$ cat src/rtl/avr_io_uart_tx_if.sv
// avr_io_uart_tx_if: CPU data-bus port of the UART transmitter
interface avr_io_uart_tx_if;
  logic [15:0] data_addr;
  logic        data_wen;
  logic        data_ren;
  logic [7:0]  data_write;
  logic [7:0]  data_read;
  modport master(output data_addr, data_wen, data_ren, data_write, input data_read);
  modport slave(input data_addr, data_wen, data_ren, data_write, output data_read);
endinterface

$ cat src/rtl/avr_io_uart_tx.sv
// avr_io_uart_tx: memory-mapped 8N1 UART transmitter with a small transmit FIFO
module avr_io_uart_tx #(
  parameter logic [15:0] BASE        = 16'h8000,
  parameter logic [15:0] DEFAULT_DIV = 16'd104,
  parameter int          FIFO_BITS   = 2
) (
  input  logic               clk,
  input  logic               reset,
  avr_io_uart_tx_if.slave    bus,
  output logic               tx,
  output logic               irq
);
  localparam int DEPTH = 1 << FIFO_BITS;
  typedef enum logic [1:0] {IDLE, START, DATA, STOP} state_t;
  state_t state, state_n;
  logic [7:0] mem [DEPTH];
  logic [FIFO_BITS-1:0] wptr, rptr;
  logic [FIFO_BITS:0] count;
  logic [15:0] div, cnt, cnt_n, div_m1;
  logic [7:0] shift, shift_n, status, rd_mux;
  logic [2:0] idx, idx_n;
  logic [1:0] off;
  logic ovf, tx_n, sel, full, empty, busy, wr_data, push, pop, bit_end;
  assign off     = bus.data_addr[1:0];
  assign sel     = bus.data_addr[15] && bus.data_addr[14:2] == BASE[14:2];
  assign full    = count[FIFO_BITS];
  assign empty   = count == '0;
  assign busy    = state != IDLE;
  assign wr_data = bus.data_wen && sel && off == 2'd0;
  assign push    = wr_data && !full;
  assign pop     = state == IDLE && !empty;
  assign status  = {4'h0, ovf, busy, empty, full};
  assign rd_mux  = off == 2'd1 ? status : off == 2'd2 ? div[7:0] : off == 2'd3 ? div[15:8] : 8'h00;
  // Divisor is captured into the down-counter at each bit start, so edits never cut a bit short.
  assign div_m1  = div == '0 ? '0 : div - 16'd1;
  assign bit_end = cnt == '0;
  assign irq     = (empty && !busy) || ovf;
  always_comb begin
    state_n = state;
    cnt_n   = cnt;
    idx_n   = idx;
    shift_n = shift;
    case (state)
      IDLE: if (!empty) begin
        state_n = START;
        shift_n = mem[rptr];
        cnt_n   = div_m1;
      end
      START: if (bit_end) begin
        state_n = DATA;
        idx_n   = 3'd0;
        cnt_n   = div_m1;
      end else cnt_n = cnt - 16'd1;
      DATA: if (bit_end) begin
        state_n = idx == 3'd7 ? STOP : DATA;
        shift_n = shift >> 1;
        idx_n   = idx + 3'd1;
        cnt_n   = div_m1;
      end else cnt_n = cnt - 16'd1;
      STOP: if (bit_end) state_n = IDLE;
            else cnt_n = cnt - 16'd1;
    endcase
    tx_n = state_n == START ? 1'b0 : state_n == DATA ? shift_n[0] : 1'b1;
  end
  always_ff @(posedge clk or posedge reset)
    if (reset) begin
      state         <= IDLE;
      cnt           <= '0;
      idx           <= '0;
      shift         <= '0;
      tx            <= 1'b1;
      wptr          <= '0;
      rptr          <= '0;
      count         <= '0;
      ovf           <= 1'b0;
      div           <= DEFAULT_DIV;
      bus.data_read <= 8'h00;
    end else begin
      state         <= state_n;
      cnt           <= cnt_n;
      idx           <= idx_n;
      shift         <= shift_n;
      tx            <= tx_n;
      wptr          <= push ? wptr + 1'b1 : wptr;
      rptr          <= pop ? rptr + 1'b1 : rptr;
      count         <= count + (FIFO_BITS+1)'(push) - (FIFO_BITS+1)'(pop);
      ovf           <= (wr_data && full) ? 1'b1 :
                       (bus.data_wen && sel && off == 2'd1 && bus.data_write[3]) ? 1'b0 : ovf;
      if (bus.data_wen && sel && off == 2'd2) div[7:0] <= bus.data_write;
      if (bus.data_wen && sel && off == 2'd3) div[15:8] <= bus.data_write;
      bus.data_read <= (bus.data_ren && sel) ? rd_mux : 8'h00;
    end
  always_ff @(posedge clk)
    if (push) mem[wptr] <= bus.data_write;
endmodule

$ cat src/flat_wrapper.sv
// flat-port wrapper written by rule: the top's interface ports become plain ports
module avr_io_uart_tx_flat 
#(
  parameter logic [15:0] BASE        = 16'h8000,
  parameter logic [15:0] DEFAULT_DIV = 16'd104,
  parameter int          FIFO_BITS   = 2
)
  (clk, reset, tx, irq, bus_data_addr, bus_data_wen, bus_data_ren, bus_data_write, bus_data_read);
  avr_io_uart_tx_if bus_i ();
  input  logic clk;
  input  logic reset;
  output logic tx;
  output logic irq;
  input wire logic [$bits(bus_i.data_addr)-1:0] bus_data_addr;
  input wire logic [$bits(bus_i.data_wen)-1:0] bus_data_wen;
  input wire logic [$bits(bus_i.data_ren)-1:0] bus_data_ren;
  input wire logic [$bits(bus_i.data_write)-1:0] bus_data_write;
  output wire logic [$bits(bus_i.data_read)-1:0] bus_data_read;
  assign bus_i.data_addr = bus_data_addr;
  assign bus_i.data_wen = bus_data_wen;
  assign bus_i.data_ren = bus_data_ren;
  assign bus_i.data_write = bus_data_write;
  assign bus_data_read = bus_i.data_read;
  avr_io_uart_tx #(.BASE(BASE), .DEFAULT_DIV(DEFAULT_DIV), .FIFO_BITS(FIFO_BITS)) u_core (.clk(clk), .reset(reset), .bus(bus_i), .tx(tx), .irq(irq));
endmodule
$ cat config.mk
export PLATFORM = sky130hd
export DESIGN_NAME = avr_io_uart_tx_flat
export DESIGN_NICKNAME = d
export VERILOG_FILES = /design/src/rtl/avr_io_uart_tx_if.sv /design/src/rtl/avr_io_uart_tx.sv /design/src/flat_wrapper.sv
export SDC_FILE = /design/constraint.sdc
export NUM_CORES = 1
export LEC_CHECK = 0
export CORE_MARGIN = 2
export CORE_UTILIZATION = 53
export CTS_CLUSTER_SIZE = 14
export DETAILED_ROUTE_END_ITERATION = 12
export GPL_ROUTABILITY_DRIVEN = 0
export PLACE_DENSITY = 0.76
export SYNTH_ARGS = -nofsm -noshare
export SYNTH_HDL_FRONTEND = slang
export SYNTH_SLANG_ARGS = --single-unit
export TNS_END_PERCENT = 50
$ cat constraint.sdc
create_clock -name clk -period 2.75 [get_ports clk]
set_input_delay 0.275 -clock clk [delete_from_list [all_inputs] [get_ports clk]]
set_output_delay 0.275 -clock clk [all_outputs]
set_load 0.05 [all_outputs]
Word-level counts from Yosys, hierarchy flattened
Memory sizes are Yosys's and may differ from the RTL's.
Index checks and enable logic that the tools add are counted.
{"block": "totals", "mem_count": 1, "register_bits": 62, "inputBits": 28, "ramBits": 32, "elab_cells": 91}
{"memory": "u_core.mem", "depth": 4, "word_bits": 8, "rd": 1, "rd_ports_with_merged_regs": 0, "wr": 1, "line_no": "avr_io_uart_tx.sv:16", "source": "logic [7:0] mem [DEPTH];"}
{"block": "classes", "eq_ne": 13, "reduce_logical": 30, "n_mux": 27, "add_sub_neg": 7}
{"operator": "16-bit 2-to-1 mux", "count": 4}
{"operator": "8-bit 2-to-1 mux", "count": 6}
{"operator": "16-bit case mux with 3 select lines", "count": 1}
{"operator": "16-bit logical NOT", "count": 2}
{"operator": "16-bit by 1-bit subtractor with 16-bit output, second input constant", "count": 2}
{"operator": "8-bit case mux with 2 select lines", "count": 1}
{"operator": "13-bit logical NOT", "count": 1}
{"operator": "1-bit logical AND", "count": 12}
{"operator": "2-bit == test, second input constant", "count": 5}
{"operator": "2-bit 2-to-1 mux", "count": 4}
{"operator": "2-bit case mux with 4 select lines", "count": 1}
{"operator": "2-bit nonzero test", "count": 4}
{"operator": "1-bit 2-to-1 mux", "count": 7}
{"operator": "2-bit by 1-bit == test with 1-bit output, second input constant", "count": 3}
{"operator": "3-bit 2-to-1 mux", "count": 2}
{"operator": "3-bit case mux with 2 select lines", "count": 1}
{"operator": "3-bit AND reduction", "count": 2}
{"operator": "2-bit by 1-bit adder with 2-bit output, second input constant", "count": 2}
{"operator": "2-bit logical NOT", "count": 2}
{"operator": "2-bit by 1-bit != test with 1-bit output, second input constant", "count": 2}
{"operator": "2-bit != test, second input constant", "count": 2}
{"operator": "3-bit by 1-bit adder with 3-bit output", "count": 1}
{"operator": "3-bit by 1-bit adder with 3-bit output, second input constant", "count": 1}
{"operator": "3-bit == test, second input constant", "count": 1}
{"operator": "6 further kinds", "count": 8}

Longest topological paths before layout
Gate-level depths: netlist (run 1).
{"block": "depth", "word_depth": 7, "depth_mapped": 12}

Worst setup path before layout (run 1)
Ideal clock, no wire load.
{"block": "synth_path", "kind": "reg2reg", "start": "register u_core.state[1]", "end": "register u_core.count[2]", "setup_slack_ns": 0.180, "arrival_ns": 2.444, "synth_period_minus_slack_ns": 2.570, "required_time_ns": 2.624, "setup_time_ns": 0.126, "path_stages_with_launch": 13, "path_buffers": 1, "cell_sequence": "dfrtp_1 -> inv_1 -> ha_1 -> buf_2 -> inv_2 -> nor2_1 -> ha_1 -> inv_1 -> ha_1 -> inv_1 -> fa_1 -> xnor2_1 -> xnor2_1"}
{"block": "synth_via", "elab_chain_len": 3}
{"item": "start, declared", "line_no": "avr_io_uart_tx.sv:15", "source": "state_t state, state_n;"}
{"item": "start signal, assigned", "line_no": "avr_io_uart_tx.sv:79", "source": "state <= state_n;"}
{"item": "2-bit logical NOT", "line_no": "avr_io_uart_tx.sv:31", "source": "assign pop = state == IDLE && !empty;"}
{"item": "1-bit logical AND", "line_no": "avr_io_uart_tx.sv:31"}
{"item": "net u_core.pop", "line_no": "avr_io_uart_tx.sv:23", "source": "logic ovf, tx_n, sel, full, empty, busy, wr_data, push, pop, bit_end;"}
{"item": "3-bit by 1-bit subtractor with 3-bit output", "line_no": "avr_io_uart_tx.sv:86", "source": "count <= count + (FIFO_BITS+1)'(push) - (FIFO_BITS+1)'(pop);"}
{"item": "end signal, assigned", "line_no": "avr_io_uart_tx.sv:86"}
{"item": "end, declared", "line_no": "avr_io_uart_tx.sv:18", "source": "logic [FIFO_BITS:0] count;"}
The timed path passes the listed nets, and every way through them passes these cells.
A chain may end at the register's enable or synchronous reset.

Worst setup path after layout (run 1)
{"block": "layout_path", "start": "register u_core.count[2]", "end": "output port irq"}
{"block": "layout_via", "elab_chain_len": 3}
{"item": "3-bit logical NOT", "line_no": "avr_io_uart_tx.sv:27", "source": "assign empty = count == '0;"}
{"item": "1-bit logical AND", "line_no": "avr_io_uart_tx.sv:37", "source": "assign irq = (empty && !busy) || ovf;"}
{"item": "1-bit logical OR", "line_no": "avr_io_uart_tx.sv:37"}
{"item": "end, declared", "line_no": "flat_wrapper.sv:13", "source": "output logic irq;"}
Every way passes these cells.

==> run summary, run 1 <==
layout cells sized above 1: 13.32%
Row Count: 34
Final Max Slew Viols: 0
commonest non-fill, non-tap cell in the layout: dfrtp_1
status: finished, final reports clean
I/O pins: 38
grt total ovfl: 0
CP Max Fanout: 6
Max Cap Viol: 0
Synth top area share: 30.24%
clock period minus worst slack: 2.505 ns
Cell Pwr Density: 944.7 nW/µm²
post-synthesis sequential area ratio: 52.45%
largest net degree at the start of global routing: 37
vias in the first global route: 3,265
vias per cell: 5.924
CTS tree: yes
Clock Skew: 0.01531 ns
Area Growth Syn to Fin: 14.26%
total wire length: 9.688 mm
IO Port Bufs: 37
Gate Count Post-Synth: 413
die footprint: 9833 µm²
met2 wire len: 4.459 mm
synth top area cells: dfrtp_1 (30%), edfxtp_1 (20%), mux4_2 (3.8%)
clk root buf: clkbuf_8
Synth Net Count: 456
Die Height: 99.16 µm
Synth Flop Type: dfrtp_1
initial antenna violation count: 0
first-pass GRT wire length: 16.32 mm
Post-synth ARST share: 65.96%
cell leakage power: 2.327 nW
drt wl/cell: 17.12 µm
Avg Cell Area, Syn: 11.62 µm²
uppermost layer routed: met4
DRC: 0
WHS: 0.2761 ns
clk buf depth: 2
met3 WL: 493 µm
Mapped Area: 4800 µm²
Antenna Cells: 0
Placed Cells: 550
DRT iter0 DRCs: 142
wl on met1: 4.571 mm
Core Region: 8763 µm²
most frequent cells in the layout: dfrtp_1 (58), nor2_1 (37), clkdlybuf4s50_1 (36), edfxtp_1 (32), nand2_1 (23)
length of the first detailed-routing pass in iterations: 4
FILL cells: 674
Netlist cell types: 56
Final nets: 496
die width: 99.16 µm
Finished Layout Cells: 566
final worst slack: 0.2446 ns
EDFF count, synth: 32
CTS Buf Count: 9
Peak Freq: 0.3991 GHz
Worst VDD drop: 438.7 µV
via count: 3,353
Post-DP HPWL: 7.115 mm
actual slew at the worst max-slew pin: 0.7086 ns
Reg clk slew, reported paths: 0.10 ns
Tcrit/Tclk final: 91.11%
final antenna-violating net count: 0
Final setup violation count: 0
setup TNS: 0 ns
cts hold-fix bufs: 0
Final Hold Fails: 0
All-Layer GR Usage: 21.09%
Yosys reg bits: 94
Worst Setup End Kind: output port
Setup WS pre-CTS: 0.09735 ns
area leader, netlist: dfrtp_1
H-tree levels: 3
Initial Util: 54.77%
Arrival @ worst endpoint: 2.23 ns
CP Class: flip-flop to output port
Hold Crit Class: primary input to asynchronous set/reset pin
clock latency at the later pin of the worst-skew pair: 0.36 ns
Ys Warns: 0
CTS sink count: 94
slew margin rel.: 52.76%
WP data required: 2.48 ns
end-of-flow core utilization: 62.58%
Setup crit start kind: flip-flop
worst reg2reg setup slack: 0.25 ns
number of post-CTS setup repair buffers: 0
RSZ-0062 raised after global routing: no
## state kept, by name, indices dropped and copies added (netlist names)
register              cells
u_core.mem               32
u_core.cnt               16
u_core.div               16
u_core.bus.data_read      8
u_core.shift              8
u_core.count              3
u_core.idx                3
u_core.rptr               2
u_core.state              2
u_core.wptr               2
u_core.ovf                1
u_core.tx                 1
## through the flow
stage	cell area (µm²)	power [W]
2_1_floorplan	4800	0.003779
3_5_place_dp	5284	0.004256
4_1_cts	5482	0.005179
6_report	5484	0.005181
3_3_place_gp	5284	0.004152
5_1_grt	5484	0.005538
## synth_stat cells (all sizes together) (7+ instances only)
cell,count
nor4,10
o21ai,31
a21oi,14
mux4,8
nand3,10
o22ai,7
buf,14
mux2,14
edfxtp,32
nor2,37
a22oi,7
nand2,23
inv,20
xor2,7
xnor2,11
ha,14
nor3,14
dfrtp,58
a22o,16
mux2i,11
## area by class of cell
type | count | area (µm²) | share of cell area (%)
sequential | 94 | 2517 | 45.90
tap | 108 | 135.1 | 2.464
inverter | 20 | 75.07 | 1.369
timing repair buffer | 47 | 456.7 | 8.328
clock inverter | 7 | 75.07 | 1.369
multi-input combinational | 281 | 2101 | 38.31
clock buffer | 9 | 123.9 | 2.259
## kinds of logic (layout without fill, tap and decap cells)
group                      count (synthesis)  count (layout)  share of synthesized area [%]
and+or+nand+nor                          126             126                          13.84
DFF                                       94              94                          52.45
AOI/OAI and AO/OA                         89              89                          13.11
buffers and inverters                     38              83                          3.910
muxes                                     33              33                          9.333
xor gates and xnor gates                  18              18                          3.285
adders and majority gates                 15              15                          4.067
## worst max-delay path, stage by stage (launching register included)
cell,delay (ns)
dfrtp_1,0.49
nor3_1,0.50
nand2_1,0.19
nand2b_1,0.16
dlygate4sd2_1,0.54
## worst paths after layout
| check | startpoint | endpoint | depth (start not counted) |
|---|---|---|---|
| worst max register to register | u_core.cnt[0]$_DFFE_PP0P_ | u_core.cnt[4]$_DFFE_PP0P_ | 9 |
| worst min-delay path | reset | u_core.cnt[10]$_DFFE_PP0P_ | 2 |
| max in group asynchronous | reset | u_core.div[5]$_DFFE_PP1P_ | 3 |
| worst max-delay path | u_core.count[2]$_DFF_PP0_ | irq | 4 |
| min in group clk | u_core.shift[7]$_DFFE_PP0P_ | u_core.shift[7]$_DFFE_PP0P_ | 2 |
| worst min register to register | u_core.shift[7]$_DFFE_PP0P_ | u_core.shift[7]$_DFFE_PP0P_ | 2 |
## power breakdown
group          leakage [nW]  switching, W  internal, W  total, W
Clock                0.0985      0.000546     0.000360  0.000906
Combinational          1.14       0.00129      0.00105   0.00233
Sequential             1.09      0.000263      0.00168   0.00194
## routing by layer
metal | track usage, % | up-vias
met4 | 7.271 | 0
met1 | 31.10 | 1619
met3 | 3.584 | 17
met2 | 32.07 | 111
li1 | - | 1606
met5 | 0 | -
## what timing repair did
action,in CTS,in global routing
setup endpoints to repair,1,1
gates resized for setup,1,1
endpoints found under the hold margin,0,0
pin swaps,0,0
(Power assumes the default switching activity.)
==> inputs of run 2 (changes only) <==
--- a/config.mk
+++ b/config.mk
@@ -5,6 +5,7 @@
 export SDC_FILE = /design/constraint.sdc
 export NUM_CORES = 1
 export LEC_CHECK = 0
+export ABC_AREA = 1
 export CORE_MARGIN = 2
 export CORE_UTILIZATION = 53
 export CTS_CLUSTER_SIZE = 14
==> run summary, run 2 <==
clock latency at the later pin of the worst-skew pair: 0.37 ns (was 0.36 ns)
synth top area cells: dfrtp_1 (27%), edfxtp_1 (18%), nand2_1 (15%) (was dfrtp_1 (30%), edfxtp_1 (20%), mux4_2 (3.8%))
Post-DP HPWL: 8.318 mm (was 7.115 mm)
cell leakage power: 2.864 nW (was 2.327 nW)
Antenna Cells: 0 (unchanged)
Area Growth Syn to Fin: 13.04% (was 14.26%)
DRT iter0 DRCs: 322 (was 142)
vias per cell: 5.156 (was 5.924)
Reg clk slew, reported paths: 0.10 ns (about the same)
die width: 104.0 µm (was 99.16 µm)
Reg with most FFs: u_core.mem (unchanged)
drt wl/cell: 13.60 µm (was 17.12 µm)
Netlist cell types: 42 (was 56)
Final nets: 725 (was 496)
RSZ-0062 raised after global routing: no (unchanged)
Setup crit start kind: flip-flop (unchanged)
worst path cell trace: inv_1, ha_1, nand3_2, nand2_1, clkdlybuf4s50_1 (was nor3_1, nand2_1, nand2b_1, dlygate4sd2_1)
Yosys reg bits: 94 (unchanged)
Worst VDD drop: 453.0 µV (was 438.7 µV)
Final Hold Fails: 0 (unchanged)
slew margin rel.: 59.70% (was 52.76%)
H-tree levels: 3 (unchanged)
Core Region: 9729 µm² (was 8763 µm²)
FILL cells: 880 (was 674)
layout cells sized above 1: 10.33% (was 13.32%)
EDFF count, synth: 32 (unchanged)
Setup WS pre-CTS: 0.1910 ns (was 0.09735 ns)
vias in the first global route: 3,953 (was 3,265)
actual slew at the worst max-slew pin: 0.6036 ns (was 0.7086 ns)
setup TNS: 0 ns (unchanged)
Peak Freq: 0.3873 GHz (was 0.3991 GHz)
Row Count: 36 (was 34)
cts hold-fix bufs: 0 (unchanged)
Multi-input gate area: 2392 µm² (was 2101 µm²)
post-cts sizing count: 0 (was 1)
Crit-path slowest cell: clkdlybuf4s50_1 (was dlygate4sd2_1)
Tcrit/Tclk final: 93.88% (was 91.11%)
final antenna-violating net count: 0 (unchanged)
WP data required: 2.48 ns (about the same)
worst path buffer plus inverter count: 2 (was 1)
Largest register FFs: 32 (unchanged)
clock period minus worst slack: 2.582 ns (was 2.505 ns)
Post-synth ARST share: 65.96% (unchanged)
most frequent cells in the layout: nand2_1 (207), inv_1 (69), nor2_1 (65), dfrtp_1 (58), nand3_1 (46) (was dfrtp_1 (58), nor2_1 (37), clkdlybuf4s50_1 (36), edfxtp_1 (32), nand2_1 (23))
end-of-flow core utilization: 61.52% (was 62.58%)
Cell Pwr Density: 804.8 nW/µm² (was 944.7 nW/µm²)
CTS Buf Count: 9 (unchanged)
biggest regs: u_core.mem x32, u_core.cnt x16, u_core.div x16 (unchanged)
CP Class: flip-flop to output port (unchanged)
total wire length: 11.15 mm (was 9.688 mm)
Clock Skew: 0.01161 ns (was 0.01531 ns)
number of post-CTS setup repair buffers: 0 (unchanged)
Initial Util: 54.42% (was 54.77%)
status: finished, final reports clean (unchanged)
area leader, netlist: dfrtp_1 (unchanged)
Gate Count Post-Synth: 638 (was 413)
Ys Warns: 0 (unchanged)
commonest non-fill, non-tap cell in the layout: nand2_1 (was dfrtp_1)
Die Height: 104.0 µm (was 99.16 µm)
Worst path max stage delay: 0.81 ns (was 0.54 ns)
delay-heaviest family, CP: buffers and inverters (was simple AND/OR/NAND/NOR gates)
first-pass GRT wire length: 19.18 mm (was 16.32 mm)
die footprint: 10,810 µm² (was 9833 µm²)
top-count cell post-synth: nand2_1 (was dfrtp_1)
WHS: 0.2865 ns (was 0.2761 ns)
CP Max Fanout: 5 (was 6)
Synth top area share: 27.41% (was 30.24%)
top post-synthesis cells by count: nand2_1 (207), inv_1 (70), nor2_1 (65) (was dfrtp_1 (58), nor2_1 (37), edfxtp_1 (32))
initial antenna violation count: 0 (unchanged)
clk root buf: clkbuf_8 (unchanged)
IO Port Bufs: 37 (unchanged)
Hold Crit Class: primary input to asynchronous set/reset pin (unchanged)
FF/Latch Area: 2517 µm² (unchanged)
grt total ovfl: 0 (unchanged)
I/O pins: 38 (unchanged)
via count: 4,228 (was 3,353)
clk buf depth: 2 (unchanged)
Max Cap Viol: 0 (unchanged)
Synth Flop Type: dfrtp_1 (unchanged)
Final Max Slew Viols: 0 (unchanged)
DRC: 0 (unchanged)
Mapped Area: 5295 µm² (was 4800 µm²)
Synth Net Count: 681 (was 456)
Avg Cell Area, Syn: 8.299 µm² (was 11.62 µm²)
post-synthesis sequential area ratio: 47.54% (was 52.45%)
final worst slack: 0.1682 ns (was 0.2446 ns)
largest net degree at the start of global routing: 31 (was 37)
Arrival @ worst endpoint: 2.31 ns (was 2.23 ns)
CTS sink count: 94 (unchanged)
Final setup violation count: 0 (unchanged)
length of the first detailed-routing pass in iterations: 5 (was 4)
All-Layer GR Usage: 21.97% (was 21.09%)
CTS tree: yes (unchanged)
Worst Setup End Kind: output port (unchanged)
==> run 2: cell count changes after synthesis, moves of 9 or more <==
cell | before | now
nor2_2 | 0 | 9
a22o_1 | 16 | 0
a21oi_1 | 14 | 5
o21ai_1 | 21 | 8
nand2_1 | 23 | 207
nor2_1 | 37 | 65
mux2i_1 | 11 | 0
inv_1 | 19 | 70
nand3_1 | 10 | 46
==> run 2: final timing paths <==
path | startpoint | to | slack (ns) | cells past startpoint
worst max-delay path | u_core.state[1]$_DFF_PP0_ | irq | 0.17 | 5
worst min-delay path | reset | u_core.idx[2]$_DFFE_PP0P_ | 0.29 | 2
worst max register to register | u_core.state[1]$_DFF_PP0_ | u_core.count[2]$_DFF_PP0_ | 0.24 | 11
worst min register to register | u_core.idx[0]$_DFFE_PP0P_ | u_core.idx[0]$_DFFE_PP0P_ | 0.50 | 1
max in group asynchronous | reset | u_core.div[5]$_DFFE_PP1P_ | 1.72 | 3
min in group clk | u_core.idx[0]$_DFFE_PP0P_ | u_core.idx[0]$_DFFE_PP0P_ | 0.50 | 1
==> run 2: where the power goes <==
group          switching [W]  internal, W  leakage [nW]
Clock               0.000547     0.000360         0.102
Combinational        0.00136     0.000719          1.66
Sequential          0.000189      0.00164          1.10
==> run 2: area by class of cell <==
class,count,area share (%)
Sequential cell,94,42.06
Tap cell,133,2.780
Clock inverter,7,1.191
Inverter,73,4.620
Clock buffer,9,2.069
Timing Repair Buffer,46,7.316
Multi-Input combinational cell,458,39.97
==> run 2: cell families after synthesis <==
kind of cell	share of synthesized area, %
xor+xnor	3.474
simple gates	30.84
compound gates	7.184
flops	47.54
buf+inv	7.278
fa+ha+maj	3.686
==> run 2: metrics by stage <==
| step | instance area, µm² | power [W] | std cells |
|---|---|---|---|
| 6_report | 5986 | 0.004818 | 820 |
| 4_1_cts | 5986 | 0.004848 | 820 |
| 5_1_grt | 5986 | 0.005231 | 820 |
| 3_5_place_dp | 5791 | 0.003924 | 804 |
| 3_3_place_gp | 5791 | 0.003840 | 804 |
| 2_1_floorplan | 5295 | 0.003547 | 638 |
==> run 2: worst register-to-register path: stages, from the launching register on <==
cell and delay [ns]:
dfrtp_1 0.44, inv_1 0.11, ha_1 0.24, inv_2 0.14, a21oi_4 0.27, ha_1 0.28, inv_1 0.06, ha_1 0.13
inv_1 0.05, fa_1 0.37, xnor2_1 0.17, xor2_1 0.18
==> run 2: per-layer routing <==
layer / GRT usage (%) / share of wire [%] / up-vias
li1: - / - / 2132
met1: 31.18 / 45 / 1956
met2: 34.45 / 48 / 125
met3: 3.947 / 5.5 / 15
met4: 6.950 / 1.8 / 0
met5: 0 / 0 / -
==> inputs of run 3 (changes only) <==
--- a/config.mk
+++ b/config.mk
@@ -12,6 +12,7 @@
 export DETAILED_ROUTE_END_ITERATION = 12
 export GPL_ROUTABILITY_DRIVEN = 0
 export PLACE_DENSITY = 0.76
+export SETUP_SLACK_MARGIN = 0.15
 export SYNTH_ARGS = -nofsm -noshare
 export SYNTH_HDL_FRONTEND = slang
 export SYNTH_SLANG_ARGS = --single-unit
==> run summary, run 3 (synthesis results as in run 2) <==
worst reg2reg setup slack: 0.39 ns (was 0.24 ns)
Peak Freq: 0.4246 GHz (was 0.3873 GHz)
Setup crit start kind: flip-flop (unchanged)
Cell Pwr Density: 805.5 nW/µm² (was 804.8 nW/µm²)
Placed Cells: 804 (unchanged)
total power: 0.004827 W (was 0.004818 W)
Tcrit/Tclk final: 85.64% (was 93.88%)
total wire length: 11.18 mm (was 11.15 mm)
delay-heaviest family, CP: adder cells (was buffers and inverters)
Core Region: 9729 µm² (unchanged)
DRT iter0 DRCs: 305 (was 322)
CTS sink count: 94 (unchanged)
clock period minus worst slack: 2.355 ns (was 2.582 ns)
clock latency at the later pin of the worst-skew pair: 0.37 ns (about the same)
Finished Layout Cells: 821 (was 820)
H-tree levels: 3 (unchanged)
I/O pins: 38 (unchanged)
Stages on worst setup path: 11 (was 5)
Largest register FFs: 32 (unchanged)
drt wl/cell: 13.62 µm (was 13.60 µm)
vias in the first global route: 3,953 (unchanged)
Hold Crit Class: primary input to asynchronous set/reset pin (unchanged)
RR Endpoint: u_core.count[2]$_DFF_PP0_ (unchanged)
largest net degree at the start of global routing: 31 (unchanged)
CTS Buf Count: 9 (unchanged)
RSZ-0062 raised after global routing: no (unchanged)
Worst VDD drop: 450.1 µV (was 453.0 µV)
worst path cell trace: inv_1, ha_1, inv_2, a21oi_4, ha_1, inv_1, ha_1, inv_1, fa_1, xnor2_1, xor2_1 (was inv_1, ha_1, nand3_2, nand2_1, clkdlybuf4s50_1)
vias per cell: 5.162 (was 5.156)
Reg clk slew, reported paths: 0.10 ns (about the same)
Antenna Cells: 0 (unchanged)
CTS tree: yes (unchanged)
initial antenna violation count: 0 (unchanged)
Post-DP HPWL: 8.318 mm (unchanged)
setup TNS: 0 ns (unchanged)
layout cells sized above 1: 10.47% (was 10.33%)
length of the first detailed-routing pass in iterations: 5 (unchanged)
Max Cap Viol: 0 (unchanged)
Final Max Slew Viols: 0 (unchanged)
clk root buf: clkbuf_8 (unchanged)
most frequent cells in the layout: nand2_1 (207), inv_1 (69), nor2_1 (65), dfrtp_1 (58), nand3_1 (46) (unchanged)
cell leakage power: 2.874 nW (was 2.864 nW)
Reg with most FFs: u_core.mem (unchanged)
crit path launch: u_core.state[1]$_DFF_PP0_ (unchanged)
DRC: 0 (unchanged)
end-of-flow core utilization: 61.59% (was 61.52%)
first-pass GRT wire length: 19.18 mm (about the same)
CP Class: flip-flop to flip-flop (was flip-flop to output port)
Final nets: 726 (was 725)
Die Height: 104.0 µm (unchanged)
Final setup violation count: 0 (unchanged)
IO Port Bufs: 37 (unchanged)
actual slew at the worst max-slew pin: 0.6040 ns (was 0.6036 ns)
Area Growth Syn to Fin: 13.16% (was 13.04%)
WHS: 0.2877 ns (was 0.2865 ns)
Worst Setup EP: u_core.count[2]$_DFF_PP0_ (was irq)
via count: 4,238 (was 4,228)
Clock Skew: 0.01135 ns (was 0.01161 ns)
biggest regs: u_core.mem x32, u_core.cnt x16, u_core.div x16 (unchanged)
grt total ovfl: 0 (unchanged)
Row Count: 36 (unchanged)
worst path buffer plus inverter count: 4 (was 2)
commonest non-fill, non-tap cell in the layout: nand2_1 (unchanged)
CP Max Fanout: 10 (was 5)
WP data required: 3.05 ns (was 2.48 ns)
die width: 104.0 µm (unchanged)
Worst path max stage delay: 0.43 ns (was 0.81 ns)
status: finished, final reports clean (unchanged)
worst flop-to-flop path startpoint: u_core.state[1]$_DFF_PP0_ (unchanged)
die footprint: 10,810 µm² (unchanged)
clk buf depth: 2 (unchanged)
Arrival @ worst endpoint: 2.65 ns (was 2.31 ns)
Crit-path slowest cell: dfrtp_1 (was clkdlybuf4s50_1)
slew margin rel.: 59.67% (was 59.70%)
All-Layer GR Usage: 21.99% (was 21.97%)
Worst Setup End Kind: flip-flop (was output port)
R2R depth: 11 (unchanged)
Initial Util: 54.42% (unchanged)
final antenna-violating net count: 0 (unchanged)
Final Hold Fails: 0 (unchanged)
run 3: cell count changes in the layout (fill, tap and decap cells not counted):
| cell | previous run | this run |
|---|---|---|
| buf_4 | 9 | 10 |
| clkdlybuf4s50_1 | 37 | 36 |
| dlygate4sd2_1 | 0 | 1 |
run 3: repair_timing:
action | 4_1_cts | 5_1_grt
pin swaps | 0 | 0
gates cloned | 0 | 0
setup buffers | 0 | 1
setup endpoints to repair | 1 | 1
hold buffers | 0 | 0
gates resized for setup | 1 | 0
run 3: per-stage QoR:
step           setup WS, ns  area [µm²]
5_1_grt              0.2071        5992
3_5_place_dp         0.1910        5791
6_report             0.3950        5992
3_3_place_gp         0.2701        5791
2_1_floorplan        0.4819        5295
4_1_cts              0.2278        5984
run 3: worst min path at each step:
| stage | start | to | cells after the start |
|---|---|---|---|
| 4_1_cts | reset | u_core.bus.data_read[2]$_DFF_PP0_ | 2 |
| 5_1_grt | reset | u_core.idx[2]$_DFFE_PP0P_ | 2 |
| 3_3_place_gp | u_core.cnt[0]$_DFFE_PP0P_ | u_core.cnt[0]$_DFFE_PP0P_ | 2 |
| 2_1_floorplan | bus_data_write[0] | u_core.mem[0][0]$_DFFE_PP_ | 0 |
| 3_5_place_dp | u_core.cnt[0]$_DFFE_PP0P_ | u_core.cnt[0]$_DFFE_PP0P_ | 2 |
| 6_report | reset | u_core.idx[2]$_DFFE_PP0P_ | 2 |
run 3: metal layers:
layer	part of all wire (%)	routed length (µm)	track usage (%)	vias to the layer above
li1	-	-	-	2134
met1	45	5044	31.18	1966
met2	48	5335	34.49	118
met3	5.1	570	3.947	20
met4	2.0	227	6.950	0
met5	0	0	0	-
run 3: layout make-up:
class                           instances  area [µm²]
Multi-Input combinational cell        458        2392
Sequential cell                        94        2517
Tap cell                              133       166.4
Inverter                               73       276.5
Clock inverter                          7       71.32
Clock buffer                            9       123.9
Timing Repair Buffer                   47       444.2
Fill cell                             881        3737
run 3: power by group:
group          leakage, nW  internal [W]  switching (W)
logic                 1.67      0.000728        0.00136
registers             1.10       0.00164       0.000190
clock network        0.102      0.000360       0.000545
